### src/rtl/ga_req_arbiter.sv
// ---------------------------------------------------------------------------
// ga_pkg / ga_req_arbiter
//
// Purpose:
//   Round-robin arbiter and sequencer that shares one ga_coprocessor between
//   NUM_REQ requesters. One operation is in flight at a time. The grant is
//   accepted in IDLE, the request is driven onto the coprocessor handshake
//   (ISSUE), the arbiter waits for the result (WAIT_RESP), and a one-cycle
//   strobe (RESPOND) returns the result to the requester that was granted.
//   A timeout guard covers ISSUE+WAIT_RESP. Coprocessor results that arrive
//   when none is expected are counted in a saturating counter.
//
// Ports:
//   clk_i        clock
//   rst_i        synchronous active-high reset
//   req_valid_i  per-requester request valid
//   req_i        per-requester request payload (.valid field ignored)
//   req_ready_o  one-hot accept, combinational from req_valid_i, IDLE only
//   rsp_valid_o  one-hot, one-cycle response strobe
//   rsp_result_o result for the strobed requester (held until next RESPOND)
//   rsp_err_o    timeout flag, qualified by rsp_valid_o
//   ga_req_o     request to the coprocessor
//   ga_resp_i    response from the coprocessor (.ready, .valid, .result)
//   busy_o       FSM is not in IDLE
//   grant_idx_o  index of the current/last granted requester
//   stale_cnt_o  saturating count of unexpected ga_resp_i.valid
// ---------------------------------------------------------------------------

package ga_pkg;

   typedef enum logic [2:0] {
      GA_ADD  = 3'd0,
      GA_SUB  = 3'd1,
      GA_MUL  = 3'd2,
      GA_DIV  = 3'd3,
      GA_SQRT = 3'd4,
      GA_MIN  = 3'd5,
      GA_MAX  = 3'd6,
      GA_CMP  = 3'd7
   } ga_funct_e;

   typedef struct packed {
      logic        valid;
      ga_funct_e   funct;
      logic [31:0] operand_a;
      logic [31:0] operand_b;
   } ga_req_t;

   typedef struct packed {
      logic        ready;
      logic        valid;
      logic [31:0] result;
   } ga_resp_t;

endpackage

module ga_req_arbiter
   import ga_pkg::*;
#(
   parameter  int NUM_REQ        = 4,
   parameter  int TIMEOUT_CYCLES = 64,
   localparam int IDX_W          = $clog2(NUM_REQ)
) (
   input  logic               clk_i,
   input  logic               rst_i,
   input  logic [NUM_REQ-1:0] req_valid_i,
   input  ga_req_t            req_i [NUM_REQ],
   output logic [NUM_REQ-1:0] req_ready_o,
   output logic [NUM_REQ-1:0] rsp_valid_o,
   output logic [31:0]        rsp_result_o,
   output logic               rsp_err_o,
   output ga_req_t            ga_req_o,
   input  ga_resp_t           ga_resp_i,
   output logic               busy_o,
   output logic [IDX_W-1:0]   grant_idx_o,
   output logic [7:0]         stale_cnt_o
);

   localparam int TMO_W = (TIMEOUT_CYCLES > 2) ? $clog2(TIMEOUT_CYCLES) : 1;

   typedef enum logic [1:0] {
      IDLE      = 2'd0,
      ISSUE     = 2'd1,
      WAIT_RESP = 2'd2,
      RESPOND   = 2'd3
   } state_e;

   state_e               state_r;
   state_e               state_next_s;
   logic [IDX_W-1:0]     last_r;
   logic [IDX_W-1:0]     grant_idx_r;
   logic [TMO_W-1:0]     tmo_r;
   ga_req_t              ga_req_r;
   logic [NUM_REQ-1:0]   rsp_valid_r;
   logic [31:0]          rsp_result_r;
   logic                 rsp_err_r;
   logic [7:0]           stale_r;

   logic                 win_found_s;
   logic [IDX_W-1:0]     win_idx_s;
   logic [IDX_W-1:0]     cand_s;
   logic                 take_s;
   logic                 complete_s;
   logic                 timeout_s;
   logic                 stale_s;

   // Round-robin winner: first valid requester after the last one granted.
   always_comb begin
      win_found_s = 1'b0;
      win_idx_s   = '0;
      cand_s      = '0;
      for (int k = 1; k <= NUM_REQ; k++) begin
         cand_s = IDX_W'((int'(last_r) + k) % NUM_REQ);
         if (!win_found_s && req_valid_i[cand_s]) begin
            win_found_s = 1'b1;
            win_idx_s   = cand_s;
         end else begin
            win_found_s = win_found_s;
         end
      end
   end

   // Event decode and next-state logic for the sequencing FSM.
   always_comb begin
      take_s       = (state_r == IDLE) && win_found_s;
      complete_s   = ((state_r == ISSUE) && ga_resp_i.ready && ga_resp_i.valid) ||
                     ((state_r == WAIT_RESP) && ga_resp_i.valid);
      timeout_s    = ((state_r == ISSUE) || (state_r == WAIT_RESP)) &&
                     (tmo_r == TMO_W'(TIMEOUT_CYCLES - 1));
      // A result strobe that cannot belong to the in-flight op.
      stale_s      = ga_resp_i.valid &&
                     ((state_r == IDLE) || (state_r == RESPOND) ||
                      ((state_r == ISSUE) && !ga_resp_i.ready));
      state_next_s = state_r;
      case (state_r)
         IDLE: begin
            if (take_s) begin
               state_next_s = ISSUE;
            end else begin
               state_next_s = IDLE;
            end
         end
         ISSUE: begin
            // Completion has priority over the timeout in the same cycle.
            if (complete_s || timeout_s) begin
               state_next_s = RESPOND;
            end else if (ga_resp_i.ready) begin
               state_next_s = WAIT_RESP;
            end else begin
               state_next_s = ISSUE;
            end
         end
         WAIT_RESP: begin
            if (complete_s || timeout_s) begin
               state_next_s = RESPOND;
            end else begin
               state_next_s = WAIT_RESP;
            end
         end
         RESPOND: begin
            state_next_s = IDLE;
         end
         default: begin
            state_next_s = IDLE;
         end
      endcase
   end

   // State register, datapath capture and response registers.
   always_ff @(posedge clk_i) begin
      if (rst_i) begin
         state_r      <= IDLE;
         last_r       <= IDX_W'(NUM_REQ - 1);
         grant_idx_r  <= '0;
         tmo_r        <= '0;
         ga_req_r     <= '0;
         rsp_valid_r  <= '0;
         rsp_result_r <= 32'd0;
         rsp_err_r    <= 1'b0;
         stale_r      <= 8'd0;
      end else begin
         state_r <= state_next_s;

         if (take_s) begin
            ga_req_r    <= req_i[win_idx_s];
            grant_idx_r <= win_idx_s;
            last_r      <= win_idx_s;
            tmo_r       <= '0;
         end else if ((state_r == ISSUE) || (state_r == WAIT_RESP)) begin
            tmo_r <= tmo_r + TMO_W'(1);
         end else begin
            tmo_r <= tmo_r;
         end
         // The request is only presented while the FSM sits in ISSUE.
         ga_req_r.valid <= (state_next_s == ISSUE);

         if (state_next_s == RESPOND) begin
            rsp_valid_r  <= NUM_REQ'(1) << grant_idx_r;
            rsp_result_r <= complete_s ? ga_resp_i.result : 32'd0;
            rsp_err_r    <= !complete_s;
         end else begin
            rsp_valid_r  <= '0;
         end

         if (stale_s && (stale_r != 8'hFF)) begin
            stale_r <= stale_r + 8'd1;
         end else begin
            stale_r <= stale_r;
         end
      end
   end

   assign req_ready_o  = take_s ? (NUM_REQ'(1) << win_idx_s) : '0;
   assign rsp_valid_o  = rsp_valid_r;
   assign rsp_result_o = rsp_result_r;
   assign rsp_err_o    = rsp_err_r;
   assign ga_req_o     = ga_req_r;
   assign busy_o       = (state_r != IDLE);
   assign grant_idx_o  = grant_idx_r;
   assign stale_cnt_o  = stale_r;

endmodule

### config.mk
export PLATFORM = sky130hd
export DESIGN_NAME = ga_req_arbiter
export DESIGN_NICKNAME = d
export VERILOG_FILES = /design/src/rtl/ga_req_arbiter.sv
export SDC_FILE = /design/constraint.sdc
export NUM_CORES = 1
export LEC_CHECK = 0
export CAP_MARGIN = 20
export CORE_AREA = 2 2 166 168
export DETAILED_ROUTE_END_ITERATION = 7
export DIE_AREA = 0 0 168 170
export SLEW_MARGIN = 0
export SYNTH_ARGS = -nofsm -noshare
export SYNTH_HDL_FRONTEND = slang
export SYNTH_SLANG_ARGS = --single-unit
### constraint.sdc
create_clock -name clk_i -period 2 [get_ports clk_i]
set_input_delay 0.4 -clock clk_i [delete_from_list [all_inputs] [get_ports clk_i]]
set_output_delay 0.4 -clock clk_i [all_outputs]
set_load 0.02 [all_outputs]
==> out/metrics.csv <==
metric;value;unit
die area;28600;um2
unrepaired setup endpoints after global routing;true;
CTS Buffer Depth;2;
cell row count;60;
met3 usage;6.58;%
Slowest cell on crit path;or3_4;
Core Footprint;26700;um2
P per Cell Area;866;nW/um2
Seq/Total Area, Yosys;40.0;%
Critical Path Start Type;register;
mapped cell area;6260;um2
Die Wd;168;um
fin util;49.2;%
GPL Wtd Cong;0.786;
gr ovfl total;0;
cts bufs inserted;17;
syn_area_per_cell;9.73;um2
clock edge transition at the registers on the reported setup and hold paths;0.07;ns
IO buf count;427;
# IOs;432;
Max Slew Vio Count;0;
status;finished with violations;
vias per cell;4.88;
clk sinks;125;
All-Layer GR Usage;19.4;%
worst skew pair latency;0.42;ns
1st-pass router iterations;4;
ys flop type;dfxtp_1;
fraction of registers with async set/reset;0;%
drc violations;0;
Initial Util;23.5;%
Ys Warns;0;
most frequent cells in the layout;417 x clkdlybuf4s50_1, 121 x dfxtp_1, 87 x mux2i_1;
worst hold slack;0.333;ns
Critical Path RT;1.60;ns
CTS tree;done;
post-route setup slack;-0.144;ns
Post-Synthesis Cells;643;
f_max;466;MHz
clk root buf;clkbuf_16;
top cell family by delay on the critical path;simple AND/OR/NAND/NOR gates;
crit path buf inv count;1;
Worst-Margin Slew;0.671;ns
H-tree levels;4;
commonest non-fill, non-tap cell in the layout;clkdlybuf4s50_1;
P_leak;5.07;nW
layout cells sized above 1;19.4;%
Critical Path AT;1.74;ns
Slowest Stage Delay on Critical Path;0.42;ns
largest net degree at the start of global routing;43;
#FFs+latches synth;125;
shortest period the worst path allows;2.14;ns
final wirelength;29.7;mm
final count of hold timing violations;0;
Yosys cell types;43;
Die H;170;um
Worst Path Max Fanout;3;
Syn Nets;961;
# nets final;1442;
Worst Setup End Kind;output port;
initial antenna violation count;4;
Reg power frac;27.1;%
clock power share;27.7;%
M2 GR Usage;34.0;%
Final Cycle Share;107;%
post-route ant nets;0;
Cell Chain, Critical Path;nand2b_4 -> a21boi_4 -> or3_4 -> nor3_4 -> buf_6;
crit path kind;register to output port;
number of fill cells;2519;
number of max-cap violations;0;
first-pass GRT wire length;42.5;mm
clock skew;0.0140;ns
Post-synth EDFFs;0;
post-DP HPWL;20.4;mm
VDD IR max;0.389;mV
worst relative slew slack;55.2;%
combinational fraction of design power;45.2;%
Finish-stage setup viols;66;
Initial DRC Count;299;
met1 usage;22.1;%
Hold WC Path Type;primary input to register;
via count;7221;
sw frac;34.8;%
failing checks;negative setup slack;
P&R area growth vs syn;110;%
WL/cell;20.1;um
number of global-route vias before repair;7209;
placed instance area;11300;um2
Switching Power;0.00395;W
grt peak-use layer;met2;
internal power;0.00741;W
final non-filler cell area;13100;um2
-- cells by family after synthesis --
family / share of synthesized area, %
buffers and inverters: 4.98
AO/OA/AOI/OAI: 26.5
flip-flops: 40.0
AND/OR/NAND/NOR: 9.30
multiplexers: 16.6
adder cells (fa/ha/maj): 1.20
XOR/XNOR: 1.40
-- state kept, by name, summed over array words and instances (netlist names) --
name	count
ga_req_o	68
rsp_err_o	1
rsp_valid_o	4
last_r	2
grant_idx_o	2
stale_cnt_o	8
rsp_result_o	32
tmo_r	6
state_r	2
-- final timing paths --
check / startpoint / endpoint / slack [ns] / cells past startpoint
max: last_r[0]$_SDFFE_PP1N_ / req_ready_o[0] / -0.14 / 5
min: rst_i / state_r[0]$_SDFF_PP0_ / 0.33 / 2
max reg2reg: last_r[0]$_SDFFE_PP1N_ / ga_req_o[33]$_SDFFE_PP0N_ / -0.10 / 12
min reg2reg: ga_req_o[1]$_SDFFE_PP0N_ / ga_req_o[1]$_SDFFE_PP0N_ / 0.47 / 2
-- per-stage QoR --
step                setup WS [ns]  std cells  setup TNS, ns  power [W]
floorplan                 -0.0291        643        -0.0383    0.00509
global placement           -0.896       1411         -47.21    0.00719
detailed placement         -0.889       1411         -48.93    0.00721
CTS                        -0.165       1465          -2.28     0.0110
global route               -0.227       1479         -10.25     0.0119
finish                     -0.144       1479          -2.87     0.0114
-- timing repair --
item / 4_1_cts / 5_1_grt
pin swaps: 44 / 38
hold buffers: 0 / 0
setup endpoints to repair: 69 / 102
hold endpoints to repair: 0 / 0
resized for setup: 94 / 85
setup buffers: 12 / 15
cloned: 10 / 6
-- final cells by class --
class	instances	area, um2	share of cell area (%)
inverter	8	30.0	0.229
tap	341	427	3.25
clock inverter	15	154	1.17
multi-input combinational	451	4010	30.5
antenna	1	2.50	0.0191
clock buffer	17	425	3.24
timing repair buffer	521	5560	42.4
sequential	125	2510	19.1
-- cells in the mapped netlist (2+ instances only) --
master	instances	area, um2
ha_1	6	75.1
nor3_2	2	20.0
nand3_1	2	10.0
mux2i_1	104	1040
xor2_1	7	61.3
nor2_1	57	214
o21ai_0	6	30.0
and2_1	3	18.8
a21o_1	3	22.5
a2111oi_1	31	310
clkbuf_1	37	139
buf_6	3	33.8
nand2b_1	7	43.8
a31oi_1	2	12.5
inv_1	8	30.0
a211oi_1	34	255
o31a_1	32	280
a211o_1	3	26.3
xnor2_1	3	26.3
buf_4	6	45.0
a21oi_2	2	17.5
buf_2	12	60.1
nor3_1	6	30.0
o221ai_1	35	307
or3_1	2	12.5
dfxtp_1	125	2500
a22o_1	32	280
a21oi_1	9	45.0
nor2b_1	2	12.5
nand2_1	45	169
nand4_1	4	25.0
and3_1	2	12.5
-- routing by layer --
layer	share of wire (%)	wire, um
met5	0.10	30
met1	41	12100
met3	7.7	2290
met2	50	14800
met4	1.6	482
-- power groups by stage --
stage | Clock, W | Sequential, W | Combinational [W]
after global placement | 0 | 0.00312 | 0.00407
after CTS | 0.00323 | 0.00308 | 0.00473
final | 0.00314 | 0.00308 | 0.00514
after floorplan | 0 | 0.00352 | 0.00157
after global routing | 0.00333 | 0.00312 | 0.00542
after detailed placement | 0 | 0.00312 | 0.00408
(Power assumes the default switching activity.)
